$ cat config.mk
export PLATFORM = sky130hd
export DESIGN_NAME = spi_job_sched_flat
export DESIGN_NICKNAME = d
export VERILOG_FILES = /design/src/rtl/spi_job_sched_if.sv /design/src/rtl/spi_job_sched.sv /design/src/flat_wrapper.sv
export SDC_FILE = /design/constraint.sdc
export NUM_CORES = 1
export LEC_CHECK = 0
export ABC_CLOCK_PERIOD_IN_PS = 2700
export BUFFER_PORTS_ARGS = -buffer_cell sky130_fd_sc_hd__buf_2
export CORE_MARGIN = 2
export CORE_UTILIZATION = 30
export DETAILED_ROUTE_END_ITERATION = 12
export GPL_TIMING_DRIVEN = 0
export HOLD_SLACK_MARGIN = 0.06
export SYNTH_ARGS = -nofsm -noshare
export SYNTH_HDL_FRONTEND = slang
export SYNTH_SLANG_ARGS = --single-unit
$ cat constraint.sdc
create_clock -name pclk_i -period 2.7 [get_ports pclk_i]
set_input_delay 0.135 -clock pclk_i [delete_from_list [all_inputs] [get_ports pclk_i]]
set_output_delay 0.135 -clock pclk_i [all_outputs]
set_load 0.005 [all_outputs]
$ cat src/rtl/spi_job_sched_if.sv
// Requester job port plus APB master port between spi_job_sched and its surroundings.
interface spi_job_sched_if #(
  parameter int NUM_REQ = 4
);
  logic [NUM_REQ-1:0]   req;
  logic [8*NUM_REQ-1:0] req_addr;
  logic [8*NUM_REQ-1:0] req_data;
  logic [NUM_REQ-1:0]   gnt;
  logic [NUM_REQ-1:0]   done;
  logic                 err;
  logic                 busy;
  logic [7:0]           paddr;
  logic [7:0]           pwdata;
  logic                 pwrite;
  logic                 penable;
  logic [7:0]           prdata;
  logic                 pready;

  modport master (
    input  req, req_addr, req_data, prdata, pready,
    output gnt, done, err, busy, paddr, pwdata, pwrite, penable
  );

  modport slave (
    output req, req_addr, req_data, prdata, pready,
    input  gnt, done, err, busy, paddr, pwdata, pwrite, penable
  );
endinterface

$ cat src/rtl/spi_job_sched.sv
// Round-robin job scheduler driving spi_ctrl over APB: addr/data/ctrl writes, then ctrl polling.
// APB access phases stretch on pready low; a per-job cycle budget aborts stalled or stuck jobs.
module spi_job_sched #(
  parameter int NUM_REQ  = 4,
  parameter int POLL_GAP = 16,
  parameter int TIMEOUT  = 4096
) (
  input  logic            pclk_i,
  input  logic            prst_i,
  spi_job_sched_if.master bus
);

  localparam int IW = (NUM_REQ > 1) ? $clog2(NUM_REQ) : 1;
  localparam int GW = $clog2(POLL_GAP + 1);

  typedef enum logic [2:0] {
    S_IDLE, S_WR_ADDR, S_WR_DATA, S_WR_CTRL, S_POLL_WAIT, S_POLL_RD, S_DONE
  } state_t;

  state_t             state;
  logic [NUM_REQ-1:0] gnt;
  logic [NUM_REQ-1:0] done;
  logic               err;
  logic               busy;
  logic [7:0]         paddr;
  logic [7:0]         pwdata;
  logic               pwrite;
  logic               penable;
  logic [2:0]         slot_ptr;
  logic [IW-1:0]      rr_ptr;
  logic [IW-1:0]      cur;
  logic [7:0]         addr_q;
  logic [7:0]         data_q;
  logic [12:0]        tmo_cnt;
  logic [GW-1:0]      gap_cnt;
  logic               pick_vld;
  logic [IW-1:0]      pick_idx;
  logic               unused_rd;

  assign unused_rd = ^bus.prdata[7:1];

  // First requesting index at or after rr_ptr, wrapping.
  always_comb begin : pick_blk
    int j;
    j        = 0;
    pick_vld = 1'b0;
    pick_idx = '0;
    for (int i = 0; i < NUM_REQ; i++) begin
      j = int'(rr_ptr) + i;
      if (j >= NUM_REQ) j = j - NUM_REQ;
      if (!pick_vld && bus.req[j]) begin
        pick_vld = 1'b1;
        pick_idx = IW'(j);
      end
    end
  end

  always_ff @(posedge pclk_i) begin
    if (prst_i) begin
      state    <= S_IDLE;
      gnt      <= '0;
      done     <= '0;
      err      <= 1'b0;
      busy     <= 1'b0;
      paddr    <= '0;
      pwdata   <= '0;
      pwrite   <= 1'b0;
      penable  <= 1'b0;
      slot_ptr <= '0;
      rr_ptr   <= '0;
      cur      <= '0;
      addr_q   <= '0;
      data_q   <= '0;
      tmo_cnt  <= '0;
      gap_cnt  <= '0;
    end else begin
      done <= '0;
      err  <= 1'b0;
      case (state)
        S_IDLE: begin
          if (pick_vld) begin
            cur     <= pick_idx;
            addr_q  <= bus.req_addr[{pick_idx, 3'b000} +: 8];
            data_q  <= bus.req_data[{pick_idx, 3'b000} +: 8];
            gnt     <= NUM_REQ'(1) << pick_idx;
            busy    <= 1'b1;
            tmo_cnt <= 13'd1;
            paddr   <= {5'd0, slot_ptr};
            pwdata  <= bus.req_addr[{pick_idx, 3'b000} +: 8];
            pwrite  <= 1'b1;
            state   <= S_WR_ADDR;
          end
        end
        S_DONE: begin
          busy  <= 1'b0;
          state <= S_IDLE;
          rr_ptr <= (cur == IW'(NUM_REQ - 1)) ? '0 : cur + 1'b1;
          // After an abort spi_ctrl's index did not move, so neither does ours.
          if (!err) slot_ptr <= slot_ptr + 3'd1;
        end
        default: begin
          tmo_cnt <= tmo_cnt + 13'd1;
          if (tmo_cnt == 13'(TIMEOUT)) begin
            penable <= 1'b0;
            paddr   <= '0;
            pwdata  <= '0;
            pwrite  <= 1'b0;
            done    <= gnt;
            gnt     <= '0;
            err     <= 1'b1;
            state   <= S_DONE;
          end else begin
            case (state)
              S_WR_ADDR: begin
                if (!penable) penable <= 1'b1;
                else if (bus.pready) begin
                  penable <= 1'b0;
                  paddr   <= 8'h10 + {5'd0, slot_ptr};
                  pwdata  <= data_q;
                  state   <= S_WR_DATA;
                end
              end
              S_WR_DATA: begin
                if (!penable) penable <= 1'b1;
                else if (bus.pready) begin
                  penable <= 1'b0;
                  paddr   <= 8'h20;
                  pwdata  <= 8'h01;
                  state   <= S_WR_CTRL;
                end
              end
              S_WR_CTRL: begin
                if (!penable) penable <= 1'b1;
                else if (bus.pready) begin
                  penable <= 1'b0;
                  paddr   <= '0;
                  pwdata  <= '0;
                  pwrite  <= 1'b0;
                  gap_cnt <= '0;
                  state   <= S_POLL_WAIT;
                end
              end
              S_POLL_WAIT: begin
                if (gap_cnt == GW'(POLL_GAP - 1)) begin
                  paddr  <= 8'h20;
                  pwdata <= '0;
                  pwrite <= 1'b0;
                  state  <= S_POLL_RD;
                end else begin
                  gap_cnt <= gap_cnt + 1'b1;
                end
              end
              S_POLL_RD: begin
                if (!penable) penable <= 1'b1;
                else if (bus.pready) begin
                  penable <= 1'b0;
                  paddr   <= '0;
                  if (!bus.prdata[0]) begin
                    done  <= gnt;
                    gnt   <= '0;
                    state <= S_DONE;
                  end else begin
                    gap_cnt <= '0;
                    state   <= S_POLL_WAIT;
                  end
                end
              end
              default: state <= S_IDLE;
            endcase
          end
        end
      endcase
    end
  end

  assign bus.gnt     = gnt;
  assign bus.done    = done;
  assign bus.err     = err;
  assign bus.busy    = busy;
  assign bus.paddr   = paddr;
  assign bus.pwdata  = pwdata;
  assign bus.pwrite  = pwrite;
  assign bus.penable = penable;

endmodule

$ cat src/flat_wrapper.sv
// flat-port wrapper written by rule: the top's interface ports become plain ports
module spi_job_sched_flat 
#(
  parameter int NUM_REQ  = 4,
  parameter int POLL_GAP = 16,
  parameter int TIMEOUT  = 4096
)
  (pclk_i, prst_i, bus_req, bus_req_addr, bus_req_data, bus_prdata, bus_pready, bus_gnt, bus_done, bus_err, bus_busy, bus_paddr, bus_pwdata, bus_pwrite, bus_penable);
  spi_job_sched_if #(.NUM_REQ(NUM_REQ)) bus_i ();
  input  logic pclk_i;
  input  logic prst_i;
  input wire logic [$bits(bus_i.req)-1:0] bus_req;
  input wire logic [$bits(bus_i.req_addr)-1:0] bus_req_addr;
  input wire logic [$bits(bus_i.req_data)-1:0] bus_req_data;
  input wire logic [$bits(bus_i.prdata)-1:0] bus_prdata;
  input wire logic [$bits(bus_i.pready)-1:0] bus_pready;
  output wire logic [$bits(bus_i.gnt)-1:0] bus_gnt;
  output wire logic [$bits(bus_i.done)-1:0] bus_done;
  output wire logic [$bits(bus_i.err)-1:0] bus_err;
  output wire logic [$bits(bus_i.busy)-1:0] bus_busy;
  output wire logic [$bits(bus_i.paddr)-1:0] bus_paddr;
  output wire logic [$bits(bus_i.pwdata)-1:0] bus_pwdata;
  output wire logic [$bits(bus_i.pwrite)-1:0] bus_pwrite;
  output wire logic [$bits(bus_i.penable)-1:0] bus_penable;
  assign bus_i.req = bus_req;
  assign bus_i.req_addr = bus_req_addr;
  assign bus_i.req_data = bus_req_data;
  assign bus_i.prdata = bus_prdata;
  assign bus_i.pready = bus_pready;
  assign bus_gnt = bus_i.gnt;
  assign bus_done = bus_i.done;
  assign bus_err = bus_i.err;
  assign bus_busy = bus_i.busy;
  assign bus_paddr = bus_i.paddr;
  assign bus_pwdata = bus_i.pwdata;
  assign bus_pwrite = bus_i.pwrite;
  assign bus_penable = bus_i.penable;
  spi_job_sched #(.NUM_REQ(NUM_REQ), .POLL_GAP(POLL_GAP), .TIMEOUT(TIMEOUT)) u_core (.pclk_i(pclk_i), .prst_i(prst_i), .bus(bus_i));
endmodule
**Word-level counts from Yosys, hierarchy flattened**

Index checks and enable logic that the tools add are counted.

- Bits in registers: 64
- Bits of input ports: 79
- Output and inout bits: 28

- $add $sub $neg: 12
- $lt $le $gt $ge: 8
- Equality and inequality tests: 35
- Shift-type cells: 3
- Mux-type cells: 93
- Bitwise operators: 4
- Reduce and logical (&&, ||, !) cells: 31

Operators by type and width:

| operator | number |
|---|---|
| $lt 32x4->1 const B | 4 |
| $mux 32 | 4 |
| $mux 8 | 16 |
| $ge 32x4->1 const B | 3 |
| $sub 32x4->32 const B | 3 |
| $pmux 8 s4 | 2 |
| $shiftx 32x6->8 | 2 |
| $mux 4 | 11 |
| $mux 3 | 11 |
| $pmux 8 s2 | 2 |
| $mux 5 | 6 |
| $reduce_and 10->1 | 3 |
| $pmux 13 s2 | 1 |
| $ne 4x1->1 const B | 6 |
| $mux 1 | 22 |
| $ne 5x1->1 const B | 4 |
| $ne 5x2->1 const B | 3 |
| $pmux 3 s5 | 1 |
| $pmux 5 s3 | 1 |
| $add 13x1->13 const B | 1 |
| $eq 13x13->1 const B | 1 |
| $mux 13 | 1 |
| $mux 2 | 6 |
| $ne 4x2->1 const B | 3 |
| 37 further kinds | 69 |

**Longest topological paths before layout**

Gate-level depths: netlist of run 1.

- Depth after elaboration: 18
- Gate-level depth with buffers: 9

**Least setup slack after synthesis of run 1**

OpenSTA, ideal clock, no wires.

- Path type: reg2reg
- Start: register u_core.gap_cnt[0]
- End: register u_core.paddr[5] (netlist: u_core.bus.paddr[5])
- Arrival: 1.722 ns
- Required time: 2.572 ns
- Path slack: 0.850 ns
- Stages on the path, launching flop included: 10
- Cell sequence: dfxtp_1 ha_1 and3_1 ha_1 nor3b_1 a221oi_2 o21ai_2 a2111oi_2 a21oi_1 nor2_1

- Word-level cells in the longest chain between the ends: 3

Ends and longest elaborated chain:

| element | RTL line | RTL |
|---|---|---|
| from (decl) | spi_job_sched.sv:35 | `logic [GW-1:0] gap_cnt;` |
| from (signal assigned) | spi_job_sched.sv:150 | `gap_cnt <= gap_cnt + 1'b1;` |
| $eq 5x4->1 | spi_job_sched.sv:144 | `if (gap_cnt == GW'(POLL_GAP - 1)) begin` |
| $ne 4x1->1 (no line) | -- |  |
| $reduce_and 10->1 (no line) | -- |  |
| to (signal assigned) | spi_job_sched.sv:88 | `paddr <= {5'd0, slot_ptr};` |
| to (signal assigned) | spi_job_sched.sv:118 | `paddr <= 8'h10 + {5'd0, slot_ptr};` |
| to (decl) | spi_job_sched.sv:25 | `logic [7:0] paddr;` |

No other way between the ends.
A chain may end at the register's enable or synchronous reset.

**Final worst setup path of run 1**

- Start: register u_core.gap_cnt[0]
- End: register u_core.paddr[4] (netlist: u_core.bus.paddr[4])

Same word-level chain as after synthesis.

==> summary.md, run 1 <==
Root buffer cell: clkbuf_16. Ratio of final minimum period to clock period: 80.8%. The die covers 0.0126 sq mm.

For the number of optimization iterations in the first detailed-route pass, the log shows 4. Setup violations remaining at the end of the flow were counted as 0. The category of cells accounting for the largest share of critical-path delay is compound AO/OA/AOI/OAI gates. The mean number of vias per cell was 5.19.

Cells with a size suffix above 1 make up 28.9% of the layout. The number of enable-type register cells in the synthesized netlist was 0; the peak fanout along the critical path was 7. For the total setup buffers inserted after CTS, the log shows 0. The run gives 8030 um as the HPWL reported at the end of detailed placement. The I/O pin total came out at 107. The count of input and output buffers came out at 95. Across the routed clock network, the largest skew measured is 5.80 ps. In this run the tightest slew margin relative to its limit is 59.5%. The filler cells instantiated in the layout total 1183. The run gives 2380 ps as the critical path data arrival time.

After global routing the overflow that remains totals 0. Routability-driven placement finished with a final weighted congestion of 0.841. The run gives 0 ps as the post-route setup TNS. The cell accounting for the most synthesized area was dfxtp_1. The run gives 39 as the standard-cell row count. The logs give 0 for the post-cts repair resize count and 3532 for the number of global-route vias before repair. The tool flagged a number of max-cap violations equal to 0. The first global-routing pass estimated 17500 um of wire.

Worst hold path class: in -> reg. Summing the sequential cell areas from Yosys gives 34.7% of the chip area. The tools report the cell area after synthesis as 0.00352 sq mm. The initial antenna violation count is 0. The signal on the critical path passes through ha_1 -> and3_1 -> ha_1 -> nor3b_1 -> a221oi_2 -> o21ai_2 -> a211oi_1 -> a21oi_1 -> nor2_1.

For the clock latency on the worst-skew pair, the log shows 330 ps. Area share of the largest cell type after synthesis: 34.7%. The worst hold path passes through 2 cells.

The logic depth of the worst register-to-register path came out at 9. Kind of capture point of the worst setup path: a register. Setup repair after global routing left no endpoint under its margin.

The netlist uses 62 different library cells. The minimum period implied by the final worst setup slack works out to 2180 ps. Count of yosys warnings during synthesis: 0.

For this run, the slowest stage of the critical path takes 360 ps. Measured along the x axis, the die boundary spans 112 um. Clock tree synthesis inserted a total of 9 buffers. IR analysis of the VDD net gives a maximum drop of 0.000379 V.

The sequential cell area was 0.00122 sq mm. Across every metal layer, demand over resource in global routing totals 17.1%. The run gives 11 as the pin count of the biggest net entering global routing. Clock tree synthesis found a total of 61 sinks. The number of nets still failing antenna checks after routing was 0. For the pin with the worst max-slew slack, the measured transition is 608 ps. The die height works out to 112 um.

Dividing total power by cell area gives a power density of 819 mW/mm^2. Among all flip-flop cells after synthesis, the most frequent one is dfxtp_1. Total of hold buffers inserted after clock tree synthesis: 0. TritonCTS built the clock tree. The detailed-route DRC error count was 0; the synthesized netlist cell count was 424. Master of the slowest instance on the critical path: nor3b_1. The run gives 2900 ps as the required arrival time at the worst endpoint. STA classifies the critical path startpoint as a register. The critical path start-end classification is reg -> reg. Of all flip-flops after synthesis, the portion carrying an async set or reset was 0%. The detailed router finished its first iteration with 255 violations. The region available for standard cell placement spans 0.0114 sq mm. At the end of the flow the core is filled with cells to 39.2%.

Clock-pin slew was measured on the worst setup and hold paths at 50 ps. The count of nets after finishing came out at 617. The number of antenna diodes in the final layout is 0. Prior to clock tree synthesis, the placed netlist has a worst setup slack of 565 ps.

After detailed routing, the average wire length per cell comes to 15.6 um. Timing would allow up to 458 MHz. The cell total after placement was 664; the buffer and inverter count on the worst path was 0.

The footprint of the multi-input gates is 0.00209 sq mm. The number of hold violations in the final report is 0. Sorting the synthesized cells by area gives the leading types as dfxtp_1 35%, nand2_1 5.7%, mux2i_1 5.4%.

Relative to the synthesized area, the layout overhead comes to 27.4%. By instance count, the cell type seen most on the critical path is ha_1. Slack of the critical path: 518 ps. In this run the number of cells on the critical path is 9.

The completed layout was analyzed and its total power is 3.67 mW. No sink is reached through more buffers than the 2 on the longest clock path. The run finished with clean final reports. After synthesis the netlist holds a flip-flop and latch count of 61. The vias after detailed routing came out at 3521. The number of levels in the clock H-tree was 3; the post-route non-filler standard cell count was 679. Summed over all cells, the static leakage comes to 1.93 nW. The overall routed net length was 10600 um; the number of pins with negative max-slew slack in the final report was 0.

The mean post-synth cell area came out at 8.29 sq um. The initial utilization of the core area, before any placement, comes to 30.8%.
==> sequential cells by signal, indices dropped and copies added, names as in the netlist <==
register / flops
u_core.gap_cnt: 5
u_core.bus.pwrite: 1
u_core.cur: 2
u_core.tmo_cnt: 13
u_core.bus.paddr: 5
u_core.bus.err: 1
u_core.bus.done: 4
u_core.bus.pwdata: 8
u_core.bus.busy: 1
u_core.data_q: 8
u_core.slot_ptr: 3
u_core.rr_ptr: 2
u_core.bus.gnt: 4
u_core.state: 3
u_core.bus.penable: 1
==> cell usage in the layout (no fill, tap or decap), types with 4 or more instances in the layout <==
master     instances
nor2_1            42
o221a_1            8
a21oi_1           29
mux2i_1           19
buf_4              8
a311oi_1          13
a31oi_1            5
clkbuf_1           9
a31o_1             8
and2_1             6
nand3_1            6
nor3_1             6
inv_1              5
clkbuf_16          9
nand3b_1           5
nand2_2            4
and3_1            18
nand2_1           53
ha_1               6
o21ai_1            9
nand2b_1           7
buf_2            106
o21ai_0           22
a22oi_1            5
dfxtp_1           61
a211oi_1          11
==> Yosys cell counts (8+ instances only) <==
library cell	instances
a211oi_1	11
a311oi_1	13
o221a_1	8
and3_1	18
buf_2	11
nand2_1	53
buf_4	8
a31o_1	8
o21ai_1	9
clkbuf_1	9
a21oi_1	29
dfxtp_1	61
nor2_1	42
o21ai_0	22
mux2i_1	19
==> path summary, 6_finish.rpt <==
| kind | from | endpoint | slack (ps) |
|---|---|---|---|
| worst min register to register | u_core.gap_cnt[1]$_SDFFE_PP0P_ | u_core.gap_cnt[1]$_SDFFE_PP0P_ | 480 |
| worst min-delay path | prst_i | u_core.bus.err$_SDFF_PP0_ | 190 |
| worst max-delay path | u_core.gap_cnt[0]$_SDFFE_PP0P_ | u_core.bus.paddr[4]$_SDFFE_PP0P_ | 520 |
| worst max register to register | u_core.gap_cnt[0]$_SDFFE_PP0P_ | u_core.bus.paddr[4]$_SDFFE_PP0P_ | 520 |
==> kinds of logic after synthesis <==
family                   Yosys count  synth area share [%]
AO/OA/AOI/OAI                    130                  26.4
XOR/XNOR                           3                 0.747
adder cells (fa/ha/maj)            6                  2.14
buffers and inverters             37                  5.94
flip-flops                        61                  34.7
multiplexers                      19                  5.41
other                              1                 0.107
AND/OR/NAND/NOR                  167                  24.6
==> metrics by stage <==
stage	hold WS [ps]	area, sq um
2_1_floorplan	409	3520
3_3_place_gp	453	4180
3_5_place_dp	464	4180
4_1_cts	174	4480
5_1_grt	243	4480
6_report	188	4480
==> per-layer routing <==
layer  wire length (um)  share of wire (%)  vias to the layer above  GRT usage [%]
met5                  0                  0                        -              0
li1                   -                  -                     1767              -
met4                216                2.0                        0           6.50
met1               4900                 46                     1653           23.3
met2               4940                 47                       87           26.5
met3                525                5.0                       14           4.00
==> where the power goes <==
part	internal [mW]	switching, mW	total [mW]
sequential	1.05	0.107	1.16
clock	0.755	0.406	1.16
combinational	0.563	0.783	1.35
==> final cells by class <==
cell class,count,share of cell area [%]
Buffer,31,4.16
Clock buffer,11,5.64
Clock inverter,4,1.06
Inverter,6,0.503
Multi-Input combinational cell,328,46.7
Sequential cell,61,27.3
Tap cell,143,4.00
Timing Repair Buffer,95,10.6
Note: power is estimated with default switching activity, not from simulation.
==> inputs of run 2 (changes only) <==
- ABC_AREA: default -> 1
- ABC_CLOCK_PERIOD_IN_PS: 2700 -> 2200
- clock period: 2.7 -> 2.2 ns (I/O delays scaled with it)
==> run 2 against run 1 <==
  * Synthesized cell count increased by 58%
  * Final area increased by 18%
  * Sequential power increased by 28%
  * Critical path type unchanged
  * Non-clock buffer count increased by 5
  * Global-route usage decreased by 0.53 points
  * Area after synthesis increased by 17%
==> summary.md, run 2 <==
The flow ran to the end, and the final reports show no timing, DRC or antenna violations. The largest stage delay on the critical path was 330 ps; the clock net sink count was 61. The run gives 0 as the number of pins with negative max-slew slack in the final report.

Yosys mapped a number of flops with a built-in enable equal to 0. By count the netlist is led by 230 x nand2_1, 65 x inv_1, 61 x dfxtp_1, 57 x nand3_1, 54 x nor2_1. For the pin with the worst max-slew slack, the measured transition is 709 ps. The area share of the largest cell type after synthesis works out to 29.6%. The root buffer cell was clkbuf_16.

The largest registers in the layout are u_core.tmo_cnt x13, u_core.bus.pwdata x8, u_core.data_q x8. The clock latency on the worst-skew pair came out at 330 ps. Leaving out fill and tap cells, the most frequent cell in the layout is nand2_1. In the final layout, the multi-input gates occupy 0.00254 sq mm.

Clock-pin slew was measured on the worst setup and hold paths at 60 ps. Summed over all nets, the switching power comes to 2.61 mW. The first global-routing pass estimated 19700 um of wire. The total power was 5.91 mW. The maximum clock skew at final layout was 8.10 ps.

Yosys mapped the design onto 42 distinct sky130hd cell types. The HPWL reported at the end of detailed placement came out at 8970 um. Data arrives at the worst endpoint at 2290 ps. The ratio of final minimum period to clock period is 94.4%, and the area share of xor/xnor cells in the synthesized design is 0.212%.

Most frequently used flop master after synthesis: dfxtp_1. In this run the count of I/O pins placed on the die edge is 107. 0 antenna diodes ended up in the layout. For this run, the number of Yosys warnings is 0. The buffer depth of the longest clock path was 2; the power density of the placed cells was 1120 mW/mm^2. The setup path with the least slack is of type reg -> reg. Setup repair after global routing could not meet its margin everywhere. In this run the static leakage power is 2.62 nW. For the part of the Yosys area used for sequential elements, the log shows 29.6%. The routed design has 12100 um of wire.

The number of cells on the worst reg-to-reg path is 13. The detailed-route DRC error count came out at 0. Registers are responsible for 25.1% of the overall power. VDD sags by at most 0.000427 V. The number of hold buffers added after CTS was 0. For the synthesized netlist cell count, the log shows 672. The minimum period implied by the final worst setup slack is 2080 ps. For this configuration, the core starts out at a cell density of 30.9%. The routed length per instance was 12.5 um; the cell area after synthesis was 0.00412 sq mm. Once detail routing completed, the nets flagged for antenna violations numbered 0. The critical path crosses 13 cells after its start point. The simple-gate share of the synthesized area came out at 45.5%.

By area the synthesized netlist is led by dfxtp_1 30%, nand2_1 21%, nand3_1 6.9%. Grouping stages by cell kind, the critical path spends the most delay in simple AND/OR/NAND/NOR gates. The logs give 4104 for the number of global-route vias before repair and 0 for the initial antenna violation count. Combinational cells account for 50.6% of the total power.

The die covers 0.0147 sq mm. In this run the worst hold path is classified as in -> reg. Dividing the synthesized area by the synthesized cell count gives 6.13 sq um. The number of clock buffers added by TritonCTS is 9. The number of flip-flops in the largest register is 13. For this run, the detailed router's first-pass iteration total came to 5. TritonCTS built the clock tree. Global routing used 16.6% of the available tracks. After detailed routing, the number of vias per cell comes to 4.73. Of the total synthesized cell area, the portion taken by full adders, half adders and majority gates is 1.82%. The run gives 0 as the number of hold violations in the final report. The width of the die was 121 um; the die height was 121 um. The pin count of the biggest net entering global routing is 13.

The cell accounting for the most synthesized area is dfxtp_1. In this run, the clock network consumes 24.3% of the power. The sequential cell area is 0.00122 sq mm. Fraction of synthesized area in multiplexers: 0%. The launching element type of the critical path was a register. For this run the aggregate overflow at the end of global routing stands at 0. The detailed router finished its first iteration with 271 violations. In this run the core area contains 42 standard-cell rows. The number of setup violations in the final report is 0, and the compound-gate portion of the synthesized area is 11.9%. The tools report the count of nets after finishing as 874. The worst reg-to-reg setup slack is 120 ps.

More flip-flops sit in one register than any other, and that register is u_core.tmo_cnt. The number of levels in the clock H-tree is 3, and the area of the core is 0.0133 sq mm. The top cell types in the final layout, fill and taps aside, are 225 x nand2_1, 104 x buf_2, 64 x inv_1, 61 x dfxtp_1, 56 x nand3_1. The area growth from synthesis to layout is 28.1%.

The placer's final routability congestion estimate was 0.873; the maximum frequency from static timing analysis was 482 MHz. For this design, the slowest cell found on the critical path is dfxtp_1. Summing over every cut layer, the via total after detailed routing is 4585. STA puts the critical path data required time at 2420 ps. The count of buffers added on input and output ports is 95. The internal portion of the total power is 3.30 mW.

STA classifies the critical path endpoint as a register. The number of register bits inferred by synthesis was 61. The cell that appears most often on the critical path is nand3_1. nand2_1 is the most common cell in the netlist.

For the max-cap check violation count, the log shows 0. In the final layout, the share of cells above drive strength 1 is 23.7%. The net switching fraction of the power was 44.1%; the async set-reset flop share out of synthesis was 0%.

On the final layout, the worst hold slack is 98.6 ps. Along the worst path, the maximum fanout reaches 10. The worst hold path stage count is 5, and the total of fill cells in the finished design is 1485. The critical path goes through inv_1 -> ha_1 -> nand3_1 -> nor2_1 -> nand2_2 -> buf_4 -> nand3_1 -> nand3_1 -> inv_1 -> nand3_4 -> buf_4 -> nor2_1 -> a21oi_1.

By area, the combinational part of the netlist is dominated by simple AND/OR/NAND/NOR gates. The worst pin sits at a relative slew slack of 52.3%. The buffer and inverter count on the worst path was 4.
-- run 2: worst reg2reg max path, stage by stage, from the launching register on --
cell,delay [ps]
dfxtp_1,330
inv_1,90
ha_1,180
nand3_1,90
nor2_1,140
nand2_2,130
buf_4,200
nand3_1,70
nand3_1,90
inv_1,110
nand3_4,120
buf_4,200
nor2_1,130
a21oi_1,80
-- run 2: path summary, 6_finish.rpt --
path	startpoint	end
max	u_core.tmo_cnt[0]$_SDFFE_PP0P_	u_core.bus.pwdata[7]$_SDFFE_PP0P_
min	bus_req_data[3]	u_core.data_q[3]$_SDFFE_PP0P_
max reg2reg	u_core.tmo_cnt[0]$_SDFFE_PP0P_	u_core.bus.pwdata[7]$_SDFFE_PP0P_
min reg2reg	u_core.bus.paddr[4]$_SDFFE_PP0P_	u_core.bus.paddr[4]$_SDFFE_PP0P_
-- run 2: kinds of logic after synthesis --
logic type | after synthesis
adder cells (fa/ha/maj) | 6
XOR/XNOR | 1
other | 1
buffers and inverters | 101
AO/OA/AOI/OAI | 87
flip-flops | 61
AND/OR/NAND/NOR | 415
-- run 2: final cells by class --
cell class	count	share of cell area (%)
clock inverters	6	1.37
multi-input cells	513	48.1
flip-flops and latches	61	23.1
clock buffers	10	4.34
plain buffers	28	3.36
well taps	176	4.17
repair buffers	103	10.1
inverters	73	5.38
-- run 2: timing repair --
action | in CTS | in global routing
endpoints found under the setup margin | 0 | 34
resized for setup | 0 | 29
setup buffers | 0 | 7
-- run 2: power by group through the flow --
stage	clock network, mW	logic, mW	registers, mW
2_1_floorplan	0	2.02	1.49
3_3_place_gp	0	2.76	1.50
3_5_place_dp	0	2.75	1.51
4_1_cts	1.46	2.77	1.48
5_1_grt	1.51	3.39	1.51
6_report	1.44	2.99	1.48
-- run 2: metal layers --
| metal | wire, um | vias up | global-route usage, % |
|---|---|---|---|
| met5 | 0 | - | 0 |
| met4 | 161 | 0 | 4.74 |
| met3 | 426 | 14 | 2.77 |
| met2 | 5460 | 92 | 25.6 |
| met1 | 6070 | 2049 | 23.8 |
| li1 | - | 2430 | - |
-- run 2: metrics by stage --
stage | cells | util (%) | instance area (sq um) | TNS, ps | setup slack [ps]
after floorplan | 674 | - | 4130 | 0 | 438
after global placement | 945 | 36.2 | 4830 | -15.8 | -15.8
after global routing | 970 | 39.6 | 5280 | -289 | -62.2
final | 970 | 39.6 | 5280 | 0 | 124
after CTS | 961 | 38.4 | 5130 | 0 | 14.2
after detailed placement | 945 | 36.2 | 4830 | 0 | 25.4
==> inputs of run 3 (changes only) <==
- CELL_PAD_IN_SITES_DETAIL_PLACEMENT: default -> 1
- CELL_PAD_IN_SITES_GLOBAL_PLACEMENT: default -> 1
- CTS_CLUSTER_SIZE: default -> 10
- PLACE_DENSITY_LB_ADDON: default -> 0.1
==> run 3 against run 2 <==
  * Clock power increased by 9.7%
  * Non-clock buffer count increased by 6
  * Critical path depth decreased by 4
  * Worst hold slack improved by 29 ps
  * Routed wire length increased by 16%
  * Worst setup slack improved by 40 ps
  * Power increased by 4.3%
  * Maximum frequency increased by 2.0%
  * Sequential power about the same
  * Sequential share of layout area decreased by 0.36 points
  * Register-to-register slack improved by 40 ps
==> summary.md, run 3 (synthesis results as in run 2) <==
The logs give 4747 for the vias after detailed routing and 24.2% for the sequential power share. Hold timing on the final database bottoms out at a slack of 128 ps. For the cell leakage power, the log shows 2.67 nW.

Headroom to the max-slew limit came out at 45.5%. The buffer and inverter count on the worst path was 1. Compared with the post-synthesis result, the final layout area differs by 30.1%.

By startpoint and endpoint, the worst setup path is classified as reg -> reg. Net switching is 43.4% of the power. Setup violations remaining at the end of the flow were counted as 0. The die covers 0.0147 sq mm.

More flip-flops sit in one register than any other, and that register is u_core.tmo_cnt. The worst hold path belongs to the class in -> reg. Across the VDD grid, the largest voltage drop is 0.000527 V.

The number of hold violations in the final report was 0. Of the available clock period, the critical path in the final layout requires 92.6%. For the cell total after placement, the log shows 945.

TritonCTS built the clock tree. Master of the slowest instance on the critical path: nor4_1. The largest registers in the layout are u_core.tmo_cnt x13, u_core.bus.pwdata x8, u_core.data_q x8. Setup slack closes at 164 ps. The width of the die came out at 121 um.

The number of pins with negative max-slew slack in the final report was 0. Category of cells accounting for the largest share of critical-path delay: simple AND/OR/NAND/NOR gates. For this design the total switching power over the nets is 2.68 mW. The routed length per instance works out to 14.4 um. For this design the ratio of total power to cell area is 1150 mW/mm^2. The pin count of the biggest net entering global routing is 12. In the final timing run, aggregate negative setup slack is 0 ps.

The run gives 5.94 ps as the maximum clock skew at final layout. In the layout the commonest cells are 225 x nand2_1, 103 x buf_2, 65 x inv_1, 61 x dfxtp_1, 55 x nand3_1. Per report_power, the clock group accounts for 25.7% of the total. The flow ran to the end, and the final reports show no timing, DRC or antenna violations.

The tools report the placer's final routability congestion estimate as 0.904. The clock tree synthesis step divided the H-tree into 3 levels. In this run the worst path has a maximum fanout of 7. The total of fill cells in the finished design was 1838. Required arrival time at the worst endpoint: 2400 ps. The logs give 25.2 ps for the worst setup slack before clock tree synthesis and 0.0133 sq mm for the area of the core. Across the run, the number of max-cap violations was 0. The initial antenna violation count came out at 0. The root buffer cell chosen for the clock tree is clkbuf_16.

The maximum frequency from static timing analysis was 491 MHz. The run gives 160 ps as the worst reg-to-reg setup slack. In this run the count of I/O pins placed on the die edge is 107. The clock passes through at most 2 buffers. For this design, the CTS-stage hold fixing added 0 buffers.

Standard-cell row count: 42. The run gives 0.00483 sq mm as the area after detailed placement. The clock reaches the later pin of the worst-skew pair after 340 ps. The number of buffers added by the clock tree synthesis step is 9. The launching element type of the critical path is a register. At the pin with the least slew margin, the transition time is 810 ps. The number of flip-flops in the largest register came out at 13.

The number of nets still failing antenna checks after routing is 0. The aggregate global-route resource usage is 19.7%, and the HPWL reported at the end of detailed placement is 10700 um. Count of input and output buffers: 95. The count of nets after finishing was 879. The total grt overflow was 0; the clock-pin slew reported for the worst setup and hold paths after clock tree synthesis was 50 ps. The largest stage delay on the critical path came out at 700 ps. Measured on the finished design, the core utilization comes to 40.2%.

The logs give 0 for the detailed-route DRC error count and 23100 um for the wire length of the first global-routing pass. STA classifies the critical path endpoint as a register. By instance count, the cell type seen most on the critical path is nand2_1.

After layout, the design draws a total of 6.16 mW. For the footprint of the multi-input gates, the log shows 0.00253 sq mm. The die is 121 um tall. The critical path data arrival time is 2240 ps. In the final layout, flip-flops and latches occupy 0.00122 sq mm.

The number of antenna diodes in the final layout is 0. The overall routed net length is 14000 um, and the ratio of cells with drive above 1 in the final layout is 24.3%. Internal cell power: 3.48 mW. Per report_power, the combinational group accounts for 50.1% of the total. Using the TritonRoute via totals, the vias-per-cell ratio works out to 4.87.

The clock drives 61 sinks. The signal on the critical path passes through inv_1 -> ha_1 -> nand4_1 -> nor4_1 -> nor3_4 -> nand2_2 -> nand2_1 -> nand2_1 -> nor2_1. The minimum period implied by the final worst setup slack was 2040 ps.

The library cell used most frequently in the layout, excluding fill and tap cells, is nand2_1. For this block, the initial DRC count from the detailed router was 193. The number of optimization iterations in the first detailed-route pass is 4, and the initial core utilization is 30.9%.

The tools report the post-route non-filler standard cell count as 975. The number of global-route vias before repair was 4900. The area of all placed cells without fillers came out at 0.00536 sq mm.
run 3: changes by cell type in the layout (fill, tap and decap cells not counted), moves of 2 or more:
cell	previous run	this run
clkinv_4	3	0
buf_4	16	22
clkbuf_8	0	2
buf_6	3	5
clkinvlp_4	1	3
run 3: area by class of cell:
type	count	share of cell area (%)
flip-flops and latches	61	22.8
clock inverters	5	1.54
plain buffers	27	3.41
inverters	73	5.30
clock buffers	11	4.71
well taps	176	4.11
multi-input cells	512	47.2
repair buffers	110	11.0
run 3: metal layers:
| layer | part of all wire, % | wire [um] | vias up | global-route usage, % |
|---|---|---|---|---|
| met1 | 47 | 6540 | 2212 | 25.0 |
| met2 | 48 | 6760 | 89 | 34.4 |
| li1 | - | - | 2438 | - |
| met3 | 4.2 | 584 | 8 | 4.37 |
| met5 | 0 | 0 | - | 0 |
| met4 | 0.89 | 124 | 0 | 3.52 |
run 3: path summary, 6_finish.rpt:
path	from	depth (start not counted)	to
setup / recovery	u_core.tmo_cnt[0]$_SDFFE_PP0P_	9	u_core.gap_cnt[1]$_SDFFE_PP0P_
hold / removal	bus_req_data[3]	5	u_core.data_q[3]$_SDFFE_PP0P_
setup reg to reg	u_core.tmo_cnt[0]$_SDFFE_PP0P_	9	u_core.gap_cnt[1]$_SDFFE_PP0P_
hold reg to reg	u_core.bus.paddr[4]$_SDFFE_PP0P_	2	u_core.bus.paddr[4]$_SDFFE_PP0P_
run 3: what timing repair did:
item | in CTS | in global routing
resized for setup | 0 | 33
pin swaps | 1 | 8
setup endpoints to repair | 2 | 45
buffers inserted | 1 | 14
run 3: tightest hold or removal path, stage by stage:
cell and delay, ps:
buf_2 90, nand3_1 70, nand2_1 60, o21ai_1 60, inv_1 40
run 3: power by group through the flow:
stage | registers [mW] | clock network [mW] | logic, mW
after CTS | 1.50 | 1.62 | 2.89
final | 1.49 | 1.58 | 3.08
after global routing | 1.52 | 1.65 | 3.50
after global placement | 1.50 | 0 | 2.79
after floorplan | 1.49 | 0 | 2.02
after detailed placement | 1.51 | 0 | 2.84
